**config.mk**
```make
export PLATFORM = sky130hd
export DESIGN_NAME = seg_digit_scanner
export DESIGN_NICKNAME = d
export VERILOG_FILES = /design/src/rtl/seg_pkg.sv /design/src/rtl/seg_refresh_timer.sv /design/src/rtl/seg_digit_scanner.sv
export SDC_FILE = /design/constraint.sdc
export NUM_CORES = 1
export LEC_CHECK = 0
export ABC_AREA = 1
export CAP_MARGIN = 15
export CORE_ASPECT_RATIO = 1.5
export CORE_MARGIN = 2
export CORE_UTILIZATION = 55
export DETAILED_ROUTE_END_ITERATION = 12
export DONT_BUFFER_PORTS = 1
export PLACE_DENSITY = 0.69
export SLEW_MARGIN = 20
export SYNTH_ARGS = -nofsm -noshare
export SYNTH_HDL_FRONTEND = slang
export SYNTH_SLANG_ARGS = --single-unit
```
**constraint.sdc**
```tcl
create_clock -name clkIn -period 2.1 [get_ports clkIn]
set_clock_uncertainty 0.2 [all_clocks]
set_input_delay 0.42 -clock clkIn [delete_from_list [all_inputs] [get_ports clkIn]]
set_output_delay 0.42 -clock clkIn [all_outputs]
set_load 0.02 [all_outputs]
```
**src/rtl/seg_pkg.sv**
```systemverilog
// Shared seven-segment definitions: digit code widths, the blank code and the
// BCD nibble to decoder-code mapping reused by every display block.
package seg_pkg;

  localparam int unsigned BCD_W   = 4;
  localparam int unsigned DIGIT_W = 5;

  localparam logic [DIGIT_W-1:0] BLANK_CODE = 5'h1F;

  // One display slot as presented to the decoder; dp_n is active-low.
  typedef struct packed {
    logic [DIGIT_W-1:0] code;
    logic               dp_n;
  } seg_slot_t;

  // Decimal nibbles pass through; 10..15 have no glyph and are blanked.
  function automatic logic [DIGIT_W-1:0] bcd_to_code(input logic [BCD_W-1:0] nib);
    return (nib <= 4'd9) ? {1'b0, nib} : BLANK_CODE;
  endfunction

endpackage

```
**src/rtl/seg_refresh_timer.sv**
```systemverilog
// Prescaler and slot index counter for the digit scanner. All outputs are
// look-ahead: they describe the cycle that follows the current clock edge.
module seg_refresh_timer #(
  parameter int unsigned NUM_DIGITS   = 4,
  parameter int unsigned REFRESH_DIV  = 50000,
  parameter int unsigned GUARD_CYCLES = 500,
  localparam int unsigned IDX_W = (NUM_DIGITS > 1) ? $clog2(NUM_DIGITS) : 1
) (
  input  logic             clkIn,
  input  logic             rstIn,
  output logic [IDX_W-1:0] idx_next_c,
  output logic             slot_start_c,
  output logic             guard_active_c,
  output logic             frame_wrap_c
);

  localparam int unsigned PRE_W = $clog2(REFRESH_DIV);

  logic [PRE_W-1:0] pre;
  logic [PRE_W-1:0] pre_next;
  logic [IDX_W-1:0] idx;
  logic             wrap;

  // Next prescaler/index; the index only moves when the prescaler wraps.
  always_comb begin
    wrap       = (pre == PRE_W'(REFRESH_DIV - 1));
    pre_next   = pre + 1'b1;
    idx_next_c = idx;
    if (wrap) begin
      pre_next   = '0;
      idx_next_c = (idx == IDX_W'(NUM_DIGITS - 1)) ? '0 : idx + 1'b1;
    end
  end

  assign slot_start_c   = wrap;
  assign frame_wrap_c   = wrap && (idx == IDX_W'(NUM_DIGITS - 1));
  assign guard_active_c = (32'(pre_next) < GUARD_CYCLES);

  always_ff @(posedge clkIn) begin
    if (rstIn) begin
      pre <= '0;
      idx <= '0;
    end else begin
      pre <= pre_next;
      idx <= idx_next_c;
    end
  end

endmodule

```
**src/rtl/seg_digit_scanner.sv**
```systemverilog
// Time-multiplexes a frame of BCD digits onto one seven-segment decoder with
// tear-free frame loading, anti-ghosting guard time and leading-zero blanking.
module seg_digit_scanner
  import seg_pkg::*;
#(
  parameter int unsigned NUM_DIGITS   = 4,
  parameter int unsigned REFRESH_DIV  = 50000,
  parameter int unsigned GUARD_CYCLES = 500
) (
  input  logic                        clkIn,
  input  logic                        rstIn,
  input  logic [BCD_W*NUM_DIGITS-1:0] valueIn,
  input  logic [NUM_DIGITS-1:0]       dpIn,
  input  logic                        loadIn,
  input  logic                        blankLeadIn,
  output logic [DIGIT_W-1:0]          digitOut,
  output logic                        dpOut,
  output logic [NUM_DIGITS-1:0]       anodeOut,
  output logic                        frameOut
);

  localparam int unsigned IDX_W  = (NUM_DIGITS > 1) ? $clog2(NUM_DIGITS) : 1;
  localparam int unsigned FRAME_W = BCD_W * NUM_DIGITS;

  logic [IDX_W-1:0]      idx_next_c;
  logic                  slot_start_c;
  logic                  guard_active_c;
  logic                  frame_wrap_c;

  logic [FRAME_W-1:0]    hold_val;
  logic [NUM_DIGITS-1:0] hold_dp;
  logic                  pending;
  logic                  pending_next;
  logic [FRAME_W-1:0]    shadow_val;
  logic [FRAME_W-1:0]    shadow_val_next;
  logic [NUM_DIGITS-1:0] shadow_dp;
  logic [NUM_DIGITS-1:0] shadow_dp_next;

  logic [BCD_W-1:0]      nib;
  logic                  dp_sel;
  logic                  lead_zero;
  seg_slot_t             slot_next;
  logic [NUM_DIGITS-1:0] anode_next;

  seg_refresh_timer #(
    .NUM_DIGITS  (NUM_DIGITS),
    .REFRESH_DIV (REFRESH_DIV),
    .GUARD_CYCLES(GUARD_CYCLES)
  ) u_timer (
    .clkIn         (clkIn),
    .rstIn         (rstIn),
    .idx_next_c    (idx_next_c),
    .slot_start_c  (slot_start_c),
    .guard_active_c(guard_active_c),
    .frame_wrap_c  (frame_wrap_c)
  );

  // Shadow only changes at the frame boundary; a load on that exact cycle wins.
  always_comb begin
    shadow_val_next = shadow_val;
    shadow_dp_next  = shadow_dp;
    pending_next    = pending;
    if (loadIn) begin
      pending_next = 1'b1;
    end
    if (frame_wrap_c) begin
      pending_next = 1'b0;
      if (loadIn) begin
        shadow_val_next = valueIn;
        shadow_dp_next  = dpIn;
      end else if (pending) begin
        shadow_val_next = hold_val;
        shadow_dp_next  = hold_dp;
      end
    end
  end

  always_ff @(posedge clkIn) begin
    if (rstIn) begin
      hold_val <= '0;
      hold_dp  <= '0;
    end else if (loadIn) begin
      hold_val <= valueIn;
      hold_dp  <= dpIn;
    end
  end

  always_ff @(posedge clkIn) begin
    if (rstIn) begin
      shadow_val <= '0;
      shadow_dp  <= '0;
      pending    <= 1'b0;
    end else begin
      shadow_val <= shadow_val_next;
      shadow_dp  <= shadow_dp_next;
      pending    <= pending_next;
    end
  end

  // Digit for the upcoming slot: blanked when it and every higher nibble are zero.
  always_comb begin
    nib       = '0;
    dp_sel    = 1'b0;
    lead_zero = 1'b1;
    for (int unsigned i = 0; i < NUM_DIGITS; i++) begin
      if (32'(idx_next_c) == i) begin
        nib    = shadow_val_next[i*BCD_W +: BCD_W];
        dp_sel = shadow_dp_next[i];
      end
      if ((i >= 32'(idx_next_c)) && (shadow_val_next[i*BCD_W +: BCD_W] != '0)) begin
        lead_zero = 1'b0;
      end
    end
    slot_next.code = (blankLeadIn && (idx_next_c != '0) && lead_zero) ? BLANK_CODE
                                                                       : bcd_to_code(nib);
    slot_next.dp_n = ~dp_sel;
    anode_next     = '1;
    if (!guard_active_c) begin
      anode_next[idx_next_c] = 1'b0;
    end
  end

  // Digit and dp latch at slot start so they hold through the guard period.
  always_ff @(posedge clkIn) begin
    if (rstIn) begin
      anodeOut <= '1;
      digitOut <= BLANK_CODE;
      dpOut    <= 1'b1;
      frameOut <= 1'b0;
    end else begin
      anodeOut <= anode_next;
      frameOut <= frame_wrap_c;
      if (slot_start_c) begin
        digitOut <= slot_next.code;
        dpOut    <= slot_next.dp_n;
      end
    end
  end

endmodule

```
==> Word level (Yosys, flattened, before mapping) <==
Cells that the tools add are included.
{ "word_totals": {"output_inout_bits": 11, "regBits": 70} }
{ "op_classes": {"bitwise": 2, "reduce_logical": 15, "n_addsub": 2, "magnitude_cmp": 7, "eq_ne": 5, "muxes": 25} }
{ "ops": {"columns": ["cell", "n"], "rows": [
  ["2-to-1 mux 16 bit", 4],
  ["2-to-1 mux 4 bit", 7],
  ["adder 16 x 1 -> 16 bit (second input constant)", 1],
  ["== test 16 bit (second input constant)", 1],
  ["less-than comparator 16 x 9 -> 1 bit (second input constant)", 1],
  ["nonzero test 4 bit", 4],
  ["2-to-1 mux 5 bit", 2],
  ["2-to-1 mux 1 bit", 9],
  ["logical AND 1 bit", 7],
  ["== test 2 bit (second input constant)", 3],
  ["greater-or-equal comparator 1 x 2 -> 1 bit (first input constant)", 2],
  ["<= comparator 4 bit (second input constant)", 1],
  ["2-to-1 mux 2 bit", 2],
  ["inverter 4 bit", 1],
  ["OR reduction 2 bit", 2],
  ["less-than comparator 2 x 3 -> 1 bit (second input constant)", 1],
  ["adder 2 x 1 -> 2 bit (second input constant)", 1],
  ["demux 1 bit (select 2 bit)", 1],
  ["== test 2 x 1 -> 1 bit (second input constant)", 1],
  ["greater-or-equal comparator 2 x 1 -> 1 bit (second input constant)", 1],
  ["greater-or-equal comparator 2 bit (first input constant)", 1],
  ["logical NOT 2 bit", 1],
  ["nonzero test 2 bit", 1],
  ["inverter 1 bit", 1]
]} }

==> Logic depth before layout (Yosys ltp) <==
Gate-level depths: netlist of run 1.
{ "logic_depth": {"ltp_word": 11, "ltp_mapped": 16, "depth_no_buf": 15} }

==> Modules after synthesis <==
Synthesis of run 1 repeated with hierarchy kept, for this count alone.
{ "unflattened": {"hier_cells": 484, "hier_area_um2": 3233.1} }
{ "modules_own_cells": {"columns": ["mod", "instances", "cells_each", "area_each_um2", "seq_area_each_um2"], "rows": [
  ["seg_digit_scanner", 1, 318, 2194.6, 1041.0],
  ["seg_refresh_timer", 1, 166, 1038.5, 360.3]
]} }

==> Worst setup path before layout of run 1 <==
Ideal clock, no wire load.
{ "synth_path": {"kind": "register to register", "start": "register u_timer.pre[0]", "end": "register digitOut[0]", "arrival_time_ps": 1749, "setup_time_ps": 116, "stages_incl_launch_ff": 15, "setup_slack_ps": 35, "required_time_ps": 1784, "path_cell_list": "dfxtp_1 > ha_1 > nand3_2 > nor2_2 > nand2_2 > nor2_2 > buf_6 > nand2_1 > and2_1 > nand2_1 > nand3_1 > nor2_2 > nand2_1 > nand3_2 > nand2_1"} }
{ "synth_between": {"elab_chain_len": 11} }
{ "synth_rtl": {"columns": ["item", "line_no", "source"], "rows": [
  ["from (decl)", "seg_refresh_timer.sv:19", "logic [PRE_W-1:0] pre;"],
  ["from (signal assigned)", "seg_refresh_timer.sv:44", "pre <= pre_next;"],
  ["== test 16 bit *", "seg_refresh_timer.sv:26", "wrap = (pre == PRE_W'(REFRESH_DIV - 1));"],
  ["branches (longest 10 deep; another with <= comparator 4 bit)", null, null],
  ["to (signal assigned)", "seg_digit_scanner.sv:134", "digitOut <= slot_next.code;"],
  ["to (decl)", "seg_digit_scanner.sv:16", "output logic [DIGIT_W-1:0] digitOut,"]
]} }
Mark *: on every way between the ends.
A chain may end at the register's enable or synchronous reset.

==> Worst setup path in the final report of run 1 <==
{ "layout_path": {"start": "register u_timer.pre[0]", "end": "register digitOut[2]"} }
The elaborated chain is that of the path after synthesis.

==> run_results.csv, run 1 <==
group,metric,value,unit
setup_path,r2r_cells,14,
power_and_ir_drop,internal_power,1.98,mW
setup_path,worst-path-buf-inv,2,
power_and_ir_drop,pwr-share-clk,0.424,
grt,grt_pass1_vias,3337,
route,route.final.wire_length,9260,µm
timing,slew_violations,0,
route,drc,0,
setup_path,cp-start-kind,"register",
finish,insertedDiodeCount,0,
job,drv_cap,0,
clock_tree,clk_latency,0.35,ns
place,io_buffers,0,
power_and_ir_drop,combPwrFrac,0.057,
route,drt_first_iter_violations,196,
timing,fin_hold_ws,0.0308,ns
setup_path,worst_path_max_delay_cell,"dfxtp_4",
power_and_ir_drop,switching_share,0.250,
finish,nFillCells,468,
clock_tree,cts.root.buffer_cell,"clkbuf_8",
floorplan,rows,35,
synthesis,ys_types,37,
setup_path,cp_max_fo,7,
power_and_ir_drop,p_total,2.64,mW
grt,grtUsageTotal,0.292,
timing,max_slew_margin,0.782,
floorplan,die_area,6830,µm²
setup_path,critPathArrivalTime,2.25,ns
route,wl_per_cell,14.6,µm
timing,finalHoldViolations,0,
setup_path,rrSetupSlack,-0.12,ns
clock_tree,cts.clk_slew.worst_paths,0.08,ns
timing,worst_pin_slew,0.324,ns
status,status,"finished with violations",
setup_path,cpLargestDelayFamily,"simple AND/OR/NAND/NOR gates",
status,failed_checks,"negative setup slack",
floorplan,start_util,0.561,
timing,rsz0062_at_grt,"true",
power_and_ir_drop,power.switching,0.659,mW
grt,grt_antenna_before_repair,0,
finish,nets,583,
setup_path,crit_type,"reg -> reg",
timing,layout_setup_ws,-0.119,ns
min_path,hold_class,"in -> reg",
min_path,hold_path_depth,2,
power_and_ir_drop,power_leakage,1.88,nW
setup_path,path_cells,"ha_4 -> nand3_4 -> nor2_4 -> buf_12 -> buf_12 -> nand3_4 -> nand2_4 -> nor2_4 -> nand2_1 -> nand4_1 -> nor2_1 -> nand2_1 -> nand3_2 -> nand2_1",
synthesis,ys_warn_count,0,
setup_path,reg2reg_from,"u_timer.pre[0]$_SDFF_PP0_",
setup_path,cpMostUsedCell,"nand2_1",
finish,drive_gt1_frac,0.249,
clock_tree,htree_levels,3,
synthesis,syn_inst,500,
min_path,worstHoldEndpoint,"hold_val[15]$_SDFFE_PP0P_",
setup_path,required,2.13,ns
grt,grt_overflow,0,
place,dp_hpwl,5960,µm
timing,min_period_over_period,1.06,
finish,area_growth,30.2,%
synthesis,synth-seq-cells,70,
synthesis,avgSynthCellArea,6.79,µm²
floorplan,die_y,100,µm
power_and_ir_drop,seqPwrFrac,0.519,
clock_tree,cts_tree,"built",
clock_tree,cts_buffers,9,
place,dp_slack,-0.146,ns
route,vias,3383,
route,vias_per_cell,5.32,
synthesis,yosysSeqAreaShare,0.413,
clock_tree,clock_sinks,70,
setup_path,cpPeakStageDelay,0.37,ns
clock_tree,clock_path_buffers,2,
synthesis,synth_nets,526,
synthesis,synth_area,3390,µm²
route,dr.pass1.iters,6,
setup_path,r2r-end,"digitOut[2]$_SDFFE_PP1N_",
min_path,min_from,"loadIn",
timing,fmax,451,MHz
place,place_congestion,0.951,
grt,grt_pass1_wl,15100,µm
timing,setup_violations,8,
power_and_ir_drop,powerDensity,596,nW/µm²
floorplan,core,6040,µm²
grt,grt_start_max_net_pins,54,
route,postRouteAntennaNets,0,
timing,min_period,2.22,ns
floorplan,ioPinCount,35,
place,placed_cells,600,
power_and_ir_drop,vdd_drop_max,0.464,mV
floorplan,die-width,68.1,µm
finish,fin_cells,636,
setup_path,cp-end-kind,"register",
finish,postLayoutCoreUtil,0.731,
## cell usage after synthesis, drive strengths merged
master	count	area share
or2	2	0.0037
clkbuf	9	0.010
nand4	8	0.015
nand3b	2	0.0044
clkinv	1	0.0011
dfxtp	70	0.41
and2	2	0.0037
nand3	29	0.051
nand2	182	0.21
ha	2	0.0074
o21ai	17	0.026
a31oi	1	0.0018
xor2	2	0.0052
o22ai	3	0.0055
a211oi	1	0.0022
buf	9	0.020
nor2	74	0.094
o21a	3	0.0066
a21oi	31	0.046
inv	36	0.040
nor4	1	0.0018
o211ai	1	0.0022
mux2i	4	0.012
nor3	4	0.0059
xnor2	3	0.0077
o21bai	1	0.0022
a21boi	2	0.0044
## layout make-up
type	count	area, µm²	share of cell area
well taps	74	92.6	0.0210
flip-flops and latches	70	1410	0.319
clock buffers	9	124	0.0280
inverters	37	139	0.0314
clock inverters	7	77.6	0.0176
multi-input cells	378	2030	0.460
repair buffers	61	541	0.122
## worst max path at each step
| stage | startpoint | endpoint | slack (ns) | depth (start not counted) |
|---|---|---|---|---|
| after CTS | u_timer.pre[1]$_SDFF_PP0_ | digitOut[4]$_SDFFE_PP1N_ | -0.01 | 13 |
| after global routing | u_timer.pre[6]$_SDFF_PP0_ | digitOut[2]$_SDFFE_PP1N_ | -0.22 | 15 |
| after detailed placement | u_timer.pre[0]$_SDFF_PP0_ | digitOut[0]$_SDFFE_PP1N_ | -0.15 | 13 |
| final | u_timer.pre[0]$_SDFF_PP0_ | digitOut[2]$_SDFFE_PP1N_ | -0.12 | 14 |
| after global placement | u_timer.pre[0]$_SDFF_PP0_ | digitOut[4]$_SDFFE_PP1N_ | -0.05 | 14 |
| after floorplan | u_timer.pre[0]$_SDFF_PP0_ | digitOut[0]$_SDFFE_PP1N_ | 0.04 | 14 |
## stage by stage
step	area (µm²)	TNS [ns]
final	4420	-0.538
after global routing	4420	-1.74
after CTS	4230	-0.0284
after detailed placement	3730	-1.02
after global placement	3730	-0.381
after floorplan	3390	0
## repair_timing
action                     4_1_cts  5_1_grt
resized for setup               36       39
gates cloned                     2        1
hold endpoints to repair        58        0
pin swaps                       17       25
setup endpoints to repair       10       10
setup buffers                    7        5
hold buffers                     6        0
## state kept, by name, indices dropped and copies added (netlist names)
signal	flops
hold_val	16
dpOut	1
digitOut	5
u_timer.idx	2
anodeOut	4
u_timer.pre	16
shadow_dp	4
shadow_val	16
frameOut	1
hold_dp	4
pending	1
## power groups by stage
stage / clock (mW) / sequential (mW) / combinational, mW
2_1_floorplan: 0 / 1.40 / 0.104
3_3_place_gp: 0 / 1.40 / 0.116
3_5_place_dp: 0 / 1.40 / 0.118
4_1_cts: 1.14 / 1.37 / 0.150
5_1_grt: 1.19 / 1.37 / 0.170
6_report: 1.12 / 1.37 / 0.150
## logic make-up (layout without fill, tap and decap cells)
logic type,after synthesis,count (layout),share of synthesized area
AO/OA/AOI/OAI,60,60,0.0970
XOR/XNOR,5,5,0.0129
adder cells (fa/ha/maj),2,2,0.00737
buffers and inverters,55,114,0.0712
flip-flops,70,70,0.413
multiplexers,4,4,0.0118
AND/OR/NAND/NOR,304,307,0.387
## per-layer routing
metal / part of all wire / vias up / track usage / wire length [µm]
met5: 0 / - / 0 / 0
met4: 0.044 / 0 / 0.163 / 410
met3: 0.048 / 32 / 0.0628 / 447
met2: 0.52 / 110 / 0.497 / 4860
met1: 0.38 / 1531 / 0.327 / 3550
li1: - / 1710 / - / -
## layout by cell type (no fill, tap or decap), types with 3 or more instances in the layout
master,n
nand2_1,162
nor3_1,3
dlygate4sd3_1,5
nand4_1,8
clkbuf_8,9
inv_1,34
buf_4,49
nand3_1,20
nor2_4,10
dfxtp_1,66
mux2i_1,4
buf_12,5
o21ai_1,6
a21oi_1,31
nand3_4,9
nor2_2,10
o21a_1,3
inv_6,3
nand2_4,6
o22ai_1,3
o21ai_0,8
nand2_2,14
nor2_1,54
o21ai_2,3
nand3_2,3
(Power assumes the default switching activity.)
==> run 2, diff against run 1 <==
--- a/config.mk
+++ b/config.mk
@@ -9,10 +9,11 @@
 export CAP_MARGIN = 15
 export CORE_ASPECT_RATIO = 1.5
 export CORE_MARGIN = 2
-export CORE_UTILIZATION = 55
+export CORE_UTILIZATION = 48
 export DETAILED_ROUTE_END_ITERATION = 12
 export DONT_BUFFER_PORTS = 1
-export PLACE_DENSITY = 0.69
+export PLACE_DENSITY = 0.61
+export SETUP_SLACK_MARGIN = 0.3
 export SLEW_MARGIN = 20
 export SYNTH_ARGS = -nofsm -noshare
 export SYNTH_HDL_FRONTEND = slang
==> constraint.sdc (replaced) <==
create_clock -name clkIn -period 2 [get_ports clkIn]
set_clock_uncertainty 0.2 [all_clocks]
set_input_delay 0.4 -clock clkIn [delete_from_list [all_inputs] [get_ports clkIn]]
set_output_delay 0.4 -clock clkIn [all_outputs]
set_load 0.02 [all_outputs]
==> run_results.csv, run 2 (same netlist as run 1, synthesis figures left out) <==
group,metric,value,unit
finish,insertedDiodeCount,0,
finish,reg.largest.list,"hold_val x16, shadow_val x16, u_timer.pre x16",
power_and_ir_drop,pwr-share-clk,0.391,
grt,grt_pass1_wl,16100,µm
grt,met2_usage,0.468,
power_and_ir_drop,p_total,2.66,mW
timing,finalHoldViolations,0,
grt,grtUsageTotal,0.268,
finish,final_cell_mix,"nand2_1, buf_4, dfxtp_1",
clock_tree,clk_latency,0.36,ns
finish,drive_gt1_frac,0.345,
min_path,hold_class,"in -> reg",
grt,top_usage_layer,"met2",
setup_path,worst_path_max_delay_cell,"dfxtp_2",
route,drc,0,
setup_path,cp_max_fo,4,
status,status,"finished with violations",
timing,layout_setup_ws,-0.113,ns
grt,grt_pass1_vias,3466,
setup_path,critPathArrivalTime,2.16,ns
clock_tree,cts_buffers,9,
timing,rsz0062_at_grt,"true",
clock_tree,cts.clk_slew.worst_paths,0.08,ns
finish,area_growth,42.9,%
power_and_ir_drop,power.switching,0.700,mW
timing,setup_violations,11,
route,vias_per_cell,5.18,
clock_tree,clock_sinks,70,
clock_tree,cts.root.buffer_cell,"clkbuf_8",
route,vias,3487,
floorplan,die-width,72.7,µm
power_and_ir_drop,power_leakage,2.15,nW
power_and_ir_drop,seqPwrFrac,0.539,
timing,slew_violations,0,
finish,fin_cells,673,
setup_path,cpPeakStageDelay,0.36,ns
setup_path,path_cells,"ha_4 -> buf_4 -> nand4_1 -> nor2_2 -> inv_1 -> o21ai_2 -> nand3_2 -> nor3_1 -> nand2_1 -> nand3_2 -> nand3_1",
floorplan,ioPinCount,35,
grt,grt_antenna_before_repair,0,
job,drv_cap,0,
power_and_ir_drop,vdd_drop_max,0.584,mV
clock_tree,cts_tree,"built",
clock_tree,clock_path_buffers,2,
grt,grt_overflow,0,
floorplan,die_area,7770,µm²
route,dr.pass1.iters,5,
floorplan,die_y,107,µm
route,wl_per_cell,14.6,µm
route,route.final.wire_length,9800,µm
place,place_congestion,0.997,
timing,fmax,473,MHz
floorplan,rows,37,
timing,fin_hold_ws,0.0105,ns
floorplan,start_util,0.495,
power_and_ir_drop,switching_share,0.263,
setup_path,crit_type,"reg -> reg",
timing,max_slew_margin,0.774,
power_and_ir_drop,internal_power,1.96,mW
grt,met1_usage,0.296,
place,io_buffers,0,
grt,gr-usage-met3,0.0620,
clock_tree,htree_levels,3,
setup_path,cp-end-kind,"register",
finish,final_common_cell,"nand2_1",
route,drt_first_iter_violations,187,
finish,nets,616,
status,failed_checks,"negative setup slack",
finish,stdcell_area,4850,µm²
place,placed_cells,624,
place,dp_hpwl,6290,µm
timing,min_period_over_period,1.06,
timing,min_period,2.11,ns
timing,worst_pin_slew,0.338,ns
setup_path,cp-start-kind,"register",
setup_path,required,2.04,ns
grt,grt_start_max_net_pins,50,
place,place_area,3950,µm²
route,postRouteAntennaNets,0,
setup_path,cpMostUsedCell,"nand3_2",
power_and_ir_drop,powerDensity,549,nW/µm²
floorplan,core,6850,µm²
power_and_ir_drop,combPwrFrac,0.069,
[run 2: cell count changes in the layout (fill, tap and decap cells not counted), moves of 5 or more]
cell,previous run,this run
buf_6,2,17
buf_4,49,60
dfxtp_1,66,59
dfxtp_2,2,9
dlygate4sd3_1,5,12
nor2_1,54,47
o21ai_2,3,10
inv_1,34,28
nand2_2,14,19
o21ai_1,6,1
[run 2: timing repair]
item                                    in CTS  in global routing
endpoints found under the setup margin      33                 39
pin swaps                                   21                 21
hold buffers                                13                  0
hold endpoints to repair                    58                  0
resized for setup                           62                 64
cloned                                       2                  0
setup buffers                               12                  6
[run 2: worst paths after layout]
kind / startpoint / endpoint / slack [ns] / cells after the start
max reg2reg: u_timer.pre[1]$_SDFF_PP0_ / anodeOut[2]$_SDFF_PP1_ / -0.11 / 11
min: loadIn / hold_val[12]$_SDFFE_PP0P_ / 0.01 / 2
max: u_timer.pre[1]$_SDFF_PP0_ / anodeOut[2]$_SDFF_PP1_ / -0.11 / 11
min reg2reg: hold_val[15]$_SDFFE_PP0P_ / hold_val[15]$_SDFFE_PP0P_ / 0.26 / 2
[run 2: metal layers]
| layer | share of wire | wire length [µm] | up-vias |
|---|---|---|---|
| met5 | 0 | 0 | - |
| met4 | 0.040 | 389 | 0 |
| met3 | 0.035 | 343 | 26 |
| met2 | 0.53 | 5190 | 66 |
| met1 | 0.40 | 3880 | 1618 |
| li1 | - | - | 1777 |
[run 2: power by group through the flow]
stage	clock [mW]	combinational [mW]	sequential, mW
2_1_floorplan	0	0.111	1.47
3_3_place_gp	0	0.128	1.47
3_5_place_dp	0	0.131	1.47
4_1_cts	1.07	0.173	1.44
5_1_grt	1.13	0.206	1.44
6_report	1.04	0.185	1.44
[run 2: cell type report]
class | count | area (µm²)
inverters | 37 | 146
multi-input cells | 377 | 2130
well taps | 78 | 97.6
flip-flops and latches | 70 | 1420
repair buffers | 95 | 877
fillers | 562 | 2000
clock inverters | 6 | 46.3
clock buffers | 10 | 128
[run 2: worst max-delay path: cells and delay by family, from the launching register on]
| kind | cells | cell delay [ns] |
|---|---|---|
| AOI/OAI and AO/OA | 1 | 0.14 |
| adders and majority gates | 1 | 0.15 |
| buffers and inverters | 2 | 0.21 |
| DFF | 1 | 0.36 |
| and+or+nand+nor | 7 | 0.95 |
[run 2: stage by stage]
stage | setup WS, ns | TNS, ns | util
after global placement | -0.135 | -0.833 | 0.577
after floorplan | 0.0744 | 0 | -
after detailed placement | -0.177 | -0.958 | 0.577
after global routing | -0.270 | -2.83 | 0.708
after CTS | -0.0602 | -0.339 | 0.667
final | -0.113 | -1.03 | 0.708
